--- config.mk ---
export PLATFORM = sky130hd
export DESIGN_NAME = cmp_threshold_monitor_flat
export DESIGN_NICKNAME = d
export VERILOG_FILES = /design/src/rtl/cmp_threshold_monitor_pkg.sv /design/src/rtl/cmp_threshold_monitor_if.sv /design/src/rtl/cmp_threshold_monitor_evt_fifo.sv /design/src/rtl/cmp_threshold_monitor.sv /design/src/flat_wrapper.sv
export SDC_FILE = /design/constraint.sdc
export NUM_CORES = 1
export LEC_CHECK = 0
export ABC_AREA = 1
export CORE_MARGIN = 2
export CORE_UTILIZATION = 51
export CTS_CLUSTER_SIZE = 28
export DETAILED_ROUTE_END_ITERATION = 16
export GPL_TIMING_DRIVEN = 0
export MAX_ROUTING_LAYER = met4
export PLACE_DENSITY = 0.76
export SYNTH_ARGS = -nofsm -noshare
export SYNTH_HDL_FRONTEND = slang
export SYNTH_SLANG_ARGS = --single-unit
--- constraint.sdc ---
create_clock -name clk -period 3.7 [get_ports clk]
set_clock_uncertainty 0.05 [all_clocks]
set_input_delay 0.555 -clock clk [delete_from_list [all_inputs] [get_ports clk]]
set_output_delay 0.555 -clock clk [all_outputs]
set_load 0.01 [all_outputs]
--- src/rtl/cmp_threshold_monitor_pkg.sv ---
// -----------------------------------------------------------------------------
// cmp_mon_pkg
// Shared types and constants for the threshold monitor:
//   region_e    - classification of a sample against the low/high window
//   cmp_evt_t   - event record {from, to, data} at the default sample width
//   CMP_LO_RST / CMP_HI_RST - threshold values loaded on reset
// -----------------------------------------------------------------------------
package cmp_mon_pkg;

   localparam int CMP_WIDTH = 4;

   typedef enum logic [1:0] {
      BELOW  = 2'b00,
      INSIDE = 2'b01,
      ABOVE  = 2'b10
   } region_e;

   typedef struct packed {
      region_e                from;
      region_e                to;
      logic [CMP_WIDTH-1:0]   data;
   } cmp_evt_t;

   localparam logic [CMP_WIDTH-1:0] CMP_LO_RST = 4'b0101;
   localparam logic [CMP_WIDTH-1:0] CMP_HI_RST = 4'b1010;

endpackage

--- src/rtl/cmp_threshold_monitor_if.sv ---
// -----------------------------------------------------------------------------
// cmp_threshold_monitor_if
// Event stream from the monitor to the event consumer (valid/ready).
//   evt_valid  master->slave  event available
//   evt_ready  slave->master  consumer accepts event
//   evt_from   master->slave  region before the change
//   evt_to     master->slave  region after the change
//   evt_data   master->slave  sample that confirmed the change
// -----------------------------------------------------------------------------
interface cmp_threshold_monitor_if
   import cmp_mon_pkg::*;
#(
   parameter int WIDTH = 4
);

   logic              evt_valid;
   logic              evt_ready;
   region_e           evt_from;
   region_e           evt_to;
   logic [WIDTH-1:0]  evt_data;

   modport master (
      output evt_valid, evt_from, evt_to, evt_data,
      input  evt_ready
   );

   modport slave (
      input  evt_valid, evt_from, evt_to, evt_data,
      output evt_ready
   );

endinterface

--- src/rtl/cmp_threshold_monitor_evt_fifo.sv ---
// -----------------------------------------------------------------------------
// cmp_mon_evt_fifo
// Two-entry synchronous FIFO of event records, in-order output.
//   clk, rst  clock, synchronous active-high reset
//   push_i    write data_i (accepted when not full, or when full and popping)
//   data_i    record to write
//   pop_i     remove head (ignored when empty)
//   data_o    head record; stable until popped
//   empty_o   no record held
//   drop_o    push refused because full with no pop this cycle
// -----------------------------------------------------------------------------
module cmp_mon_evt_fifo
   import cmp_mon_pkg::*;
#(
   parameter type T = cmp_evt_t
)(
   input  logic clk,
   input  logic rst,
   input  logic push_i,
   input  T     data_i,
   input  logic pop_i,
   output T     data_o,
   output logic empty_o,
   output logic drop_o
);

   T           mem_q [2];
   logic       wr_ptr_q;
   logic       rd_ptr_q;
   logic [1:0] cnt_q;

   logic full;
   logic do_pop;
   logic do_push;

   assign full    = (cnt_q == 2'd2);
   assign empty_o = (cnt_q == 2'd0);
   assign do_pop  = pop_i && !empty_o;
   // A pop in the same cycle frees the slot being written, so a full FIFO can still accept.
   assign do_push = push_i && (!full || do_pop);
   assign drop_o  = push_i && full && !do_pop;
   assign data_o  = mem_q[rd_ptr_q];

   always_ff @(posedge clk) begin
      if (rst) begin
         // NOTE: the storage is reset as well, because the head record drives the
         // event payload outputs directly and those must read zero after reset.
         for (int i = 0; i < 2; i++) mem_q[i] <= '0;
         wr_ptr_q <= 1'b0;
         rd_ptr_q <= 1'b0;
         cnt_q    <= 2'd0;
      end else begin
         if (do_push) begin
            mem_q[wr_ptr_q] <= data_i;
            wr_ptr_q        <= ~wr_ptr_q;
         end
         if (do_pop) rd_ptr_q <= ~rd_ptr_q;
         case ({do_push, do_pop})
            2'b10:   cnt_q <= cnt_q + 2'd1;
            2'b01:   cnt_q <= cnt_q - 2'd1;
            default: cnt_q <= cnt_q;
         endcase
      end
   end

endmodule

--- src/rtl/cmp_threshold_monitor.sv ---
// -----------------------------------------------------------------------------
// cmp_threshold_monitor
// Classifies each accepted sample as BELOW / INSIDE / ABOVE a programmable
// window, confirms a region change after PERSIST consecutive samples in the
// same new region, and queues one event record per confirmed change.
//   clk, rst          clock, synchronous active-high reset
//   in_valid_i        sample present
//   in_ready_o        always 1; every sample is accepted
//   in_data_i         unsigned sample
//   cfg_we_i          load thresholds
//   cfg_lo_i/hi_i     new thresholds; rejected when lo > hi
//   cfg_err_o         one-cycle pulse after a rejected load
//   region_o          current confirmed region
//   overflow_o        sticky; an event was dropped (full buffer)
//   evt_if            event stream (master side)
//   evt_count_o       confirmed-change count, saturating (only with
//                     CMP_MON_EVT_COUNT_EN defined)
// -----------------------------------------------------------------------------
module cmp_threshold_monitor
   import cmp_mon_pkg::*;
#(
   parameter int WIDTH   = 4,
   parameter int PERSIST = 3
)(
   input  logic                  clk,
   input  logic                  rst,
   input  logic                  in_valid_i,
   output logic                  in_ready_o,
   input  logic [WIDTH-1:0]      in_data_i,
   input  logic                  cfg_we_i,
   input  logic [WIDTH-1:0]      cfg_lo_i,
   input  logic [WIDTH-1:0]      cfg_hi_i,
   output logic                  cfg_err_o,
   output region_e               region_o,
   output logic                  overflow_o,
`ifdef CMP_MON_EVT_COUNT_EN
   output logic [7:0]            evt_count_o,
`endif
   cmp_threshold_monitor_if.master evt_if
);

   typedef struct packed {
      region_e          from;
      region_e          to;
      logic [WIDTH-1:0] data;
   } evt_t;

   logic [WIDTH-1:0] lo_q, hi_q;
   region_e          region_q, cand_q, samp_r;
   logic [3:0]       cnt_q, cnt_upd;
   logic             cfg_err_q, overflow_q;
   logic             cfg_ok, confirm, pop, empty, drop;
   evt_t             evt_in, evt_head;

   assign in_ready_o = 1'b1;
   assign cfg_ok     = (cfg_lo_i <= cfg_hi_i);

   always_comb begin
      samp_r = INSIDE;
      if (in_data_i > hi_q)      samp_r = ABOVE;
      else if (in_data_i < lo_q) samp_r = BELOW;
   end

   // Count the filter would hold after this sample, assuming it is out of region.
   always_comb begin
      cnt_upd = 4'd1;
      if (samp_r == cand_q) cnt_upd = cnt_q + 4'd1;
   end

   assign confirm = in_valid_i && (samp_r != region_q) && (cnt_upd == 4'(PERSIST));

   // Persistence filter; region_q is the state.
   always_ff @(posedge clk) begin
      if (rst) begin
         lo_q       <= WIDTH'(CMP_LO_RST);
         hi_q       <= WIDTH'(CMP_HI_RST);
         region_q   <= INSIDE;
         cand_q     <= INSIDE;
         cnt_q      <= '0;
         cfg_err_q  <= 1'b0;
         overflow_q <= 1'b0;
      end else begin
         // NOTE: every register here uses non-blocking assignment, so all
         // decisions in this block see the pre-edge thresholds and counter.
         cfg_err_q  <= cfg_we_i && !cfg_ok;
         overflow_q <= overflow_q | drop;
         if (in_valid_i) begin
            if (samp_r == region_q) begin
               cnt_q <= '0;
            end else if (confirm) begin
               region_q <= samp_r;
               cand_q   <= samp_r;
               cnt_q    <= '0;
            end else begin
               cand_q <= samp_r;
               cnt_q  <= cnt_upd;
            end
         end
         // Placed after the sample update so a load in the same cycle wins on cnt_q.
         if (cfg_we_i && cfg_ok) begin
            lo_q  <= cfg_lo_i;
            hi_q  <= cfg_hi_i;
            cnt_q <= '0;
         end
      end
   end

`ifdef CMP_MON_EVT_COUNT_EN
   logic [7:0] evt_count_q;

   always_ff @(posedge clk) begin
      if (rst)                                evt_count_q <= '0;
      else if (confirm && evt_count_q != 8'hFF) evt_count_q <= evt_count_q + 8'd1;
   end

   assign evt_count_o = evt_count_q;
`endif

   assign evt_in = '{from: region_q, to: samp_r, data: in_data_i};
   assign pop    = evt_if.evt_valid && evt_if.evt_ready;

   cmp_mon_evt_fifo #(.T(evt_t)) u_fifo (
      .clk     (clk),
      .rst     (rst),
      .push_i  (confirm),
      .data_i  (evt_in),
      .pop_i   (pop),
      .data_o  (evt_head),
      .empty_o (empty),
      .drop_o  (drop)
   );

   assign evt_if.evt_valid = !empty;
   assign evt_if.evt_from  = evt_head.from;
   assign evt_if.evt_to    = evt_head.to;
   assign evt_if.evt_data  = evt_head.data;

   assign cfg_err_o  = cfg_err_q;
   assign region_o   = region_q;
   assign overflow_o = overflow_q;

endmodule

--- src/flat_wrapper.sv ---
// flat-port wrapper written by rule: the top's interface ports become plain ports
module cmp_threshold_monitor_flat import cmp_mon_pkg::*;
#(
   parameter int WIDTH   = 4,
   parameter int PERSIST = 3
)
  (clk, rst, in_valid_i, in_ready_o, in_data_i, cfg_we_i, cfg_lo_i, cfg_hi_i, cfg_err_o, region_o, overflow_o, evt_if_evt_valid, evt_if_evt_from, evt_if_evt_to, evt_if_evt_data, evt_if_evt_ready);
  cmp_threshold_monitor_if #(.WIDTH(WIDTH)) evt_if_i ();
  input  logic clk;
  input  logic rst;
  input  logic in_valid_i;
  output logic in_ready_o;
  input  logic [WIDTH-1:0] in_data_i;
  input  logic cfg_we_i;
  input  logic [WIDTH-1:0] cfg_lo_i;
  input  logic [WIDTH-1:0] cfg_hi_i;
  output logic cfg_err_o;
  output region_e region_o;
  output logic overflow_o;
  output wire logic [$bits(evt_if_i.evt_valid)-1:0] evt_if_evt_valid;
  output wire logic [$bits(evt_if_i.evt_from)-1:0] evt_if_evt_from;
  output wire logic [$bits(evt_if_i.evt_to)-1:0] evt_if_evt_to;
  output wire logic [$bits(evt_if_i.evt_data)-1:0] evt_if_evt_data;
  input wire logic [$bits(evt_if_i.evt_ready)-1:0] evt_if_evt_ready;
  assign evt_if_evt_valid = evt_if_i.evt_valid;
  assign evt_if_evt_from = evt_if_i.evt_from;
  assign evt_if_evt_to = evt_if_i.evt_to;
  assign evt_if_evt_data = evt_if_i.evt_data;
  assign evt_if_i.evt_ready = evt_if_evt_ready;
  cmp_threshold_monitor #(.WIDTH(WIDTH), .PERSIST(PERSIST)) u_core (.clk(clk), .rst(rst), .in_valid_i(in_valid_i), .in_ready_o(in_ready_o), .in_data_i(in_data_i), .cfg_we_i(cfg_we_i), .cfg_lo_i(cfg_lo_i), .cfg_hi_i(cfg_hi_i), .cfg_err_o(cfg_err_o), .region_o(region_o), .overflow_o(overflow_o), .evt_if(evt_if_i));
endmodule
==> impl_metrics.json, run 1 <==
{
  "postRouteAntennaNets": 0,
  "whs_ps": 401.4,
  "synth_top_family_by_area": "simple AND/OR/NAND/NOR gates",
  "synth_cell_type_count": 25,
  "drive_gt1_frac": 0.1049,
  "cts_root_buf": "clkbuf_8",
  "post_drt_wl_per_cell_um": 10.95,
  "diodes": 0,
  "synthesis.instances": 230,
  "drt_wl_total_mm": 3.450,
  "finalCriticalPeriod_ps": 3167,
  "worstSetupStartpointType": "input port",
  "gp_congestion": 0.8408,
  "holdBufCountCts": 0,
  "drt_iter0_drc": 108,
  "synthesis.area_sq_um": 2014,
  "routed-wl-met2_mm": 1.555,
  "cap_violations": 0,
  "synth_top_cell_area_share": 0.2385,
  "grt_first_pass_wirelength_mm": 5.913,
  "die-area_sq_um": 4468,
  "ys_ff_latch": 39,
  "dp.cells": 307,
  "drt-pass1-iter-count": 4,
  "power_density_nw_per_um2": 391.6,
  "io_buffer_count": 29,
  "drc": 0,
  "postSynthAreaPerCell_sq_um": 8.758,
  "clock_latency_ps": 290,
  "post_cts_buffers": 0,
  "grt_max_degree": 13,
  "h-tree-depth": 2,
  "rows": 22,
  "gr-total-overflow": 0,
  "fin_crit_sh": 0.8558,
  "ys.warnings.count": 0,
  "synth_compound_area_frac": 0.09689,
  "finalSetupViolations": 0,
  "worst-r2r-setup-slack_ps": 910,
  "rsz0062_at_grt": "no",
  "grtUsageTotal": 0.1853,
  "initial_core_util": 0.5421,
  "finalHoldViolCount": 0,
  "vias": 1550,
  "grt_pass1_vias": 1420,
  "cp-end-kind": "flip-flop",
  "cts_buffers": 5,
  "yosys.area_share.simple": 0.2199,
  "dr_wl_met3_um": 130,
  "fmax_ghz": 0.3158,
  "synth_fp_nets": 260,
  "area_growth_pct": 21.55,
  "hold_class": "flip-flop to flip-flop",
  "synthAdderAreaFrac": 0.08075,
  "cts.clk_slew.worst_paths_ps": 70,
  "via_per_inst": 4.921,
  "die_h_um": 66.85,
  "cts_sinks": 39,
  "final_nets": 296,
  "critPathRequiredTime_ps": 3820,
  "coreArea_sq_um": 3716,
  "fin_setup_tns_ps": 0,
  "synth_area_leaders": "edfxtp_1 (24%), dfxtp_1 (23%), nand2_1 (8.8%)",
  "synth-seq-area-share": 0.4671,
  "cts.path.max_buffers": 2,
  "vdd_drop_max_mv": 0.2205,
  "p_leak_uw": 0.001120,
  "path_class": "input port to flip-flop",
  "status": "completed",
  "antenna_found_initial": 0,
  "drv_slew": 0,
  "synth_top_area_cell": "edfxtp_1",
  "ios": 31,
  "synthMuxAreaShare": 0.04472,
  "dieWidth_um": 66.85,
  "instances_no_fill": 315,
  "synth_xor_area_frac": 0.008696,
  "post-dp-hpwl_mm": 2.597,
  "worst-path-max-fanout": 8,
  "met1Wirelength_mm": 1.674,
  "finish.utilization": 0.6589,
  "top_layer": "met4",
  "crit_arrival_ps": 3290,
  "cts_resized": 0,
  "cts_tree": "yes"
}
-- synth_stat cells --
cell / count
clkbuf_1: 3
nand3_1: 7
nand2_2: 4
a21oi_1: 18
nor2_1: 22
edfxtp_1: 16
inv_2: 2
nand4_4: 1
clkinv_1: 1
xor2_1: 1
nand3_4: 2
o21bai_1: 1
ha_1: 13
mux2_2: 8
buf_4: 1
o21ai_0: 12
nand2_1: 47
o211ai_1: 5
nor3_1: 1
dfxtp_1: 23
nor2_8: 2
nand3b_1: 3
conb_1: 1
inv_1: 35
xnor2_1: 1
-- logic make-up after synthesis --
kind of cell	Yosys count
AOI/OAI and AO/OA	36
xor gates and xnor gates	2
adders and majority gates	13
buffers and inverters	42
DFF	39
muxes	8
other	1
and+or+nand+nor	89
-- where the power goes --
| part | leakage (uW) | switching [uW] | internal, uW |
|---|---|---|---|
| Combinational | 0.000719 | 116 | 83.6 |
| Clock | 0.0000477 | 148 | 129 |
| Sequential | 0.000353 | 11.1 | 471 |
-- path summary, 6_finish.rpt --
| check | from | end | cells after the start |
|---|---|---|---|
| max reg2reg | u_core.hi_q[3] | u_core.u_fifo.cnt_q[1] | 19 |
| max | in_data_i[3] | u_core.u_fifo.cnt_q[1] | 19 |
| min | u_core.overflow_o | u_core.overflow_o | 2 |
| min reg2reg | u_core.overflow_o | u_core.overflow_o | 2 |
-- state kept, by name (all words and copies together) (netlist names), named ones only --
register / count
u_core.u_fifo.rd_ptr_q: 1
u_core.overflow_o: 1
u_core.cfg_err_o: 1
u_core.u_fifo.wr_ptr_q: 1
u_core.lo_q: 4
u_core.u_fifo.cnt_q: 2
u_core.cand_q: 2
u_core.region_o: 2
u_core.u_fifo.mem_q: 16
u_core.hi_q: 4
u_core.cnt_q: 4
-- metal layers --
layer | global-route usage | vias up
li1 | - | 818
met1 | 0.2223 | 683
met2 | 0.2913 | 40
met3 | 0.04223 | 9
met4 | 0.09694 | 0
met5 | - | -
-- cell usage in the layout (no fill, tap or decap), types with 3 or more instances in the layout --
cell type and n:
clkbuf_8 5, nand3_1 7, nor2_1 22, o211ai_1 5
clkbuf_1 3, mux2_2 8, ha_1 13, o21ai_0 12
clkinv_2 3, dfxtp_1 23, nand2_1 47, edfxtp_1 16
nand3b_1 3, clkdlybuf4s50_1 29, a21oi_1 18, nand2_2 4
inv_1 35
-- stage by stage --
| stage | power (uW) | worst slack (ps) | cell area (sq um) |
|---|---|---|---|
| 2_1_floorplan | 629.3 | 965.6 | 2014 |
| 3_3_place_gp | 688.5 | 247.6 | 2365 |
| 3_5_place_dp | 692.4 | 224.9 | 2365 |
| 4_1_cts | 969.0 | 538.6 | 2449 |
| 5_1_grt | 1017 | 170.5 | 2449 |
| 6_report | 958.8 | 533.4 | 2449 |
-- area by class of cell --
cell class,instances,area (sq um)
clock inverter,3,15.01
inverter,38,142.6
tap,48,60.06
sequential,39,940.9
fill,334,1267
multi-input combinational,149,912.1
timing repair buffer,29,290.3
buffer,4,18.77
clock buffer,5,68.82
-- critical path, stage by stage --
cell and delay (ps):
clkdlybuf4s50_1 460, ha_1 330, nand2_1 80, inv_2 40, nand2_1 50, nand2_1 70
nand2_2 140, nand2_2 110, inv_1 100, nand2_1 50, nand3b_1 90, nand2_2 150
nor2_8 200, nand2_1 90, ha_1 310, a21oi_1 120, o21ai_0 110, o21ai_0 160
a21oi_1 60
Note: power is estimated with default switching activity, not from simulation.
==> run 2, diff against run 1 <==
Settings changed: CELL_PAD_IN_SITES_DETAIL_PLACEMENT from default to 1, CELL_PAD_IN_SITES_GLOBAL_PLACEMENT from default to 1, CORE_MARGIN 2 to default, CORE_UTILIZATION 51 to 43, PLACE_DENSITY 0.76 to 0.81.
==> run 2 against run 1 <==
  * Register-to-register slack got worse by 30 ps
  * Routed wire length grew 16%
  * Global-route usage shrank 0.26 points
  * Core utilization shrank 9.8 points
  * Sequential share of layout area down 0.45 points
  * Critical path depth is the same
  * Combinational power is 3% higher
  * Flip-flop and latch count is the same
  * Via count increased by 2.2%
  * Critical path type unchanged
  * Highest routed layer unchanged
==> impl_metrics.json, run 2 (synthesis results as in run 1) <==
{
  "rows": 24,
  "post_drt_wl_per_cell_um": 12.50,
  "fin_setup_tns_ps": 0,
  "path_cells": "clkdlybuf4s50_1 -> ha_1 -> nand2_1 -> inv_2 -> nand2_1 -> nand2_1 -> nand2_2 -> nand2_2 -> nand2_1 -> nand2_2 -> nor2_8 -> nand3_4 -> nor2_8 -> nand2_1 -> ha_1 -> a21oi_1 -> o21ai_0 -> o21ai_0 -> a21oi_1",
  "r2r_end": "u_core.u_fifo.cnt_q[1]",
  "drt_wl_total_mm": 3.986,
  "ios": 31,
  "cp-end-kind": "flip-flop",
  "worst-path-max-fanout": 7,
  "die-area_sq_um": 4963,
  "area_growth_pct": 22.98,
  "min-delay-start": "u_core.overflow_o",
  "power_density_nw_per_um2": 420.9,
  "worst_slack_ps": 479.1,
  "fmax_ghz": 0.3105,
  "grt.busiest_layer": "met2",
  "cts.clk_slew.worst_paths_ps": 80,
  "hold_class": "flip-flop to flip-flop",
  "clock_latency_ps": 300,
  "slowest_delay_ps": 480,
  "path_class": "input port to flip-flop",
  "crit_arrival_ps": 3360,
  "cts_resized": 0,
  "diodes": 0,
  "p_leak_uw": 0.001128,
  "holdBufCountCts": 0,
  "crit_top_cell": "nand2_1",
  "n_fill_cell": 531,
  "post_cts_buffers": 0,
  "grt_first_pass_wirelength_mm": 6.886,
  "layout_common_cells": "nand2_1 (47), inv_1 (35), clkdlybuf4s50_1 (29)",
  "critPathRequiredTime_ps": 3840,
  "largest_reg_flops": 16,
  "drv_slew": 0,
  "finalSetupViolations": 0,
  "gp_congestion": 0.7778,
  "hold_depth": 2,
  "largest-register": "u_core.u_fifo.mem_q",
  "via_per_inst": 4.966,
  "grt_use_met3": 0.03896,
  "multi_input_area_sq_um": 912.1,
  "h-tree-depth": 2,
  "status": "completed",
  "postRouteAntennaNets": 0,
  "slowest_stage": "clkdlybuf4s50_1",
  "finalHoldViolCount": 0,
  "vias": 1584,
  "io_buffer_count": 29,
  "cts_sinks": 39,
  "antenna_found_initial": 0,
  "initial_core_util": 0.4563,
  "fin_crit_sh": 0.8705,
  "vdd_drop_max_mv": 0.1410,
  "die_h_um": 70.45,
  "drive_gt1_frac": 0.1011,
  "grtUsageMet1": 0.2333,
  "final_nets": 296,
  "grt_pass1_vias": 1531,
  "timing.rr.start": "u_core.hi_q[3]",
  "drc": 0,
  "dp_worst_setup_slack_ps": 140.9,
  "grtUsageTotal": 0.1826,
  "dieWidth_um": 70.45,
  "cts_tree": "yes",
  "drt-pass1-iter-count": 4,
  "worstHoldEndpoint": "u_core.overflow_o",
  "rsz0062_at_grt": "no",
  "cts.path.max_buffers": 2,
  "layout_commonest_cell": "nand2_1",
  "cts_buffers": 5,
  "seqCellArea_sq_um": 940.9,
  "gr-total-overflow": 0,
  "finalCriticalPeriod_ps": 3221,
  "worst-r2r-cell-count": 19,
  "worstSetupStartpointType": "input port",
  "grt_max_degree": 13,
  "cts_root_buf": "clkbuf_8",
  "grt_use_met2": 0.2847,
  "cap_violations": 0,
  "drt_iter0_drc": 63,
  "post-dp-hpwl_mm": 3.018,
  "coreArea_sq_um": 4414,
  "worst-r2r-setup-slack_ps": 880
}
==> run 2: cell count changes in the layout (fill, tap and decap cells not counted), sizes merged <==
cell and delta:
clkinv -1, bufinv +1
==> run 2: worst max-delay path, delay by kind of cell <==
kind | cells | cell delay (ps)
buffers and inverters | 2 | 520
AND/OR/NAND/NOR | 11 | 1190
AO/OA/AOI/OAI | 4 | 440
adder cells (fa/ha/maj) | 2 | 650
==> run 2: routing by layer <==
metal  vias up  wire, um
met3         5       155
li1        822         -
met5         -         0
met4         0        63
met2        34      1895
met1       723      1871
==> run 2: final cells by class <==
cell class / instances / area share
Inverter: 38 / 0.05758
Sequential cell: 39 / 0.3798
Buffer: 4 / 0.007576
Timing Repair Buffer: 29 / 0.1172
Tap cell: 52 / 0.02626
Multi-Input combinational cell: 149 / 0.3682
Clock inverter: 3 / 0.01566
Clock buffer: 5 / 0.02778
==> run 2: through the flow <==
| step | hold slack (ps) | utilization | cells | total power (uW) | instance area [sq um] |
|---|---|---|---|---|---|
| 4_1_cts | 408.2 | 0.5612 | 319 | 1051 | 2477 |
| 3_5_place_dp | 396.3 | 0.5368 | 311 | 697.6 | 2370 |
| 6_report | 403.8 | 0.5612 | 319 | 1043 | 2477 |
| 2_1_floorplan | 376.3 | - | 230 | 629.3 | 2014 |
| 3_3_place_gp | 385.2 | 0.5368 | 311 | 692.2 | 2370 |
| 5_1_grt | 433.5 | 0.5612 | 319 | 1088 | 2477 |
==> run 2: worst max path at each step <==
stage,from,to,slack (ps),depth (start not counted)
detailed placement,in_data_i[3],u_core.u_fifo.cnt_q[1],140,19
CTS,in_data_i[3],u_core.u_fifo.cnt_q[1],440,19
finish,in_data_i[3],u_core.u_fifo.cnt_q[1],480,19
global route,in_data_i[3],u_core.u_fifo.cnt_q[1],70,19
global placement,in_data_i[3],u_core.u_fifo.cnt_q[1],190,19
floorplan,in_data_i[3],u_core.u_fifo.cnt_q[1],970,18
==> run 2: report_power, final <==
part / switching [uW] / leakage, uW / internal (uW) / total, uW
registers: 11.3 / 0.000353 / 471 / 482
logic: 120 / 0.000719 / 83.7 / 204
clock network: 159 / 0.0000556 / 198 / 356
==> patch, RTL diff (flow settings as in run 2) <==
Register the output `cfg_err_o` once more, with the module's reset; this adds one clock of latency there. The other outputs are not delayed to match. Comments in the files are not updated.
--- a/src/rtl/cmp_threshold_monitor.sv
+++ b/src/rtl/cmp_threshold_monitor.sv
@@ -137,3 +137,9 @@
 
-   assign cfg_err_o  = cfg_err_q;
+   always_ff @(posedge clk) begin
+      if (rst) begin
+         cfg_err_o <= '0;
+      end else begin
+         cfg_err_o <= cfg_err_q;
+      end
+   end
    assign region_o   = region_q;
Formal check against the unedited RTL: not equivalent (Yosys sat finds a counterexample within 4 cycles, from zero or initial values and one cycle with rst high).
==> patch against run 2 <==
Final cell count up 0.94%; power is 6.0% lower; area after synthesis up 1.4%; cell area increased by 0.10%; sequential cell count is 1 higher; hold slack got worse by 0.046 ns; register-to-register slack worse by 0.02 ns; routed wire length rose by 2.9%; worst setup slack lost 0.040 ns.
==> patch: results (changes against run 2) <==
Power
  • Tot Pwr: 980 µW (was 1.04 mW)
  • Switching Fraction: 0.293 (was 0.279)
  • Worst vdd ir: 198 µV (was 141 µV)
  • P_clk: 283 µW (was 356 µW)
  • Seq. pwr: 493 µW (was 482 µW)
  • Leakage power figure: 1.13 nW (about the same)

Worst setup path
  • Critical Path AT: 3.39 ns (was 3.36 ns)
  • Worst reg2reg setup slack: 0.86 ns (was 0.88 ns)
  • Crit Path Max Fanout: 8 (was 7)
  • CP max stage delay: 0.48 ns (about the same)
  • Reg2Reg Depth: 18 (was 19)

Synth
  • Post-Synth Adder-Cell Area: 0.0797 (was 0.0807)
  • Top cells by area, synth: dfxtp_1 24%, edfxtp_1 24%, nand2_1 8.6%, ha_1 8.0%, inv_1 6.6% (was edfxtp_1 24%, dfxtp_1 23%, nand2_1 8.8%, ha_1 8.1%, inv_1 6.5%)
  • Post-synthesis mux area share: 0.0441 (was 0.0447)
  • Most frequent cells after synthesis: 47 x nand2_1, 36 x inv_1, 24 x dfxtp_1 (was 47 x nand2_1, 35 x inv_1, 23 x dfxtp_1)
  • XOR/XNOR share of the synthesized area: 0.00858 (was 0.00870)
  • Syn_nets: 263 (was 260)
  • Compound-Gate Fraction of Synth Area: 0.0956 (was 0.0969)
  • Seq/Total Area, Yosys: 0.471 (was 0.467)

Run status
  • Run status: completed (unchanged)

Place
  • Placed inst area: 2400 µm² (was 2370 µm²)
  • Port buffer count: 29 (unchanged)
  • DP HPWL: 3180 µm (was 3020 µm)
  • GP Congestion: 0.738 (was 0.778)

Worst hold path
  • Worst Hold Launch: u_core.cfg_err_q (was u_core.overflow_o)
  • Hold path endpoint: u_core.cfg_err_o (was u_core.overflow_o)
  • Hold Path Cell Cnt: 2 (unchanged)

Finish
  • Fillers: 540 (was 531)
  • Net count, final: 299 (was 296)
  • Register area: 961 µm² (was 941 µm²)
  • Share of layout cells above drive strength 1: 0.100 (was 0.101)

Drt
  • Vias: 1600 (was 1584)
  • DRT Pass-1 Iters: 6 (was 4)
  • Met2 wire len: 2050 µm (was 1900 µm)
  • Detailed Route Iter0 Violations: 85 (was 63)
  • Met1 WL: 1880 µm (was 1870 µm)
  • Metal3 WL: 111 µm (was 155 µm)

Clock network
  • Worst-Skew Late Latency: 0.29 ns
  • Max clock buf depth: 2 (unchanged)

Global routing
  • M3 GR Usage: 0.0413 (was 0.0390)
  • Total track usage: 0.190 (was 0.183)
  • Vias in the first global route: 1654 (was 1531)
  • GRT met2 Usage: 0.328 (was 0.285)
  • Global-route wire length before repair: 7200 µm (was 6890 µm)
  • Met1 Use GR: 0.218 (was 0.233)

Timing
  • Fin Hold WS: 0.358 ns (was 0.404 ns)
## patch: cell types whose count changed after synthesis
cell,before,now
inv_1,35,36
nor2_1,22,23
dfxtp_1,23,24
## patch: final cells by class
class | count | share of cell area
repair buffers | 29 | 0.117
well taps | 52 | 0.0262
plain buffers | 4 | 0.00757
clock inverters | 3 | 0.00555
flip-flops and latches | 40 | 0.387
clock buffers | 5 | 0.0277
multi-input cells | 150 | 0.369
inverters | 39 | 0.0590
## patch: critical path: cells and delay by family
kind	cells	cell delay (ns)
AOI/OAI and AO/OA	4	0.45
and+or+nand+nor	10	1.11
adders and majority gates	2	0.65
buffers and inverters	3	0.61
## patch: metrics by stage
stage | std cells | worst slack [ns] | utilization
after global routing | 322 | 0.261 | 0.558
after global placement | 314 | 0.171 | 0.539
after CTS | 322 | 0.431 | 0.558
after detailed placement | 314 | 0.165 | 0.539
after floorplan | 233 | 0.966 | -
final | 322 | 0.439 | 0.558
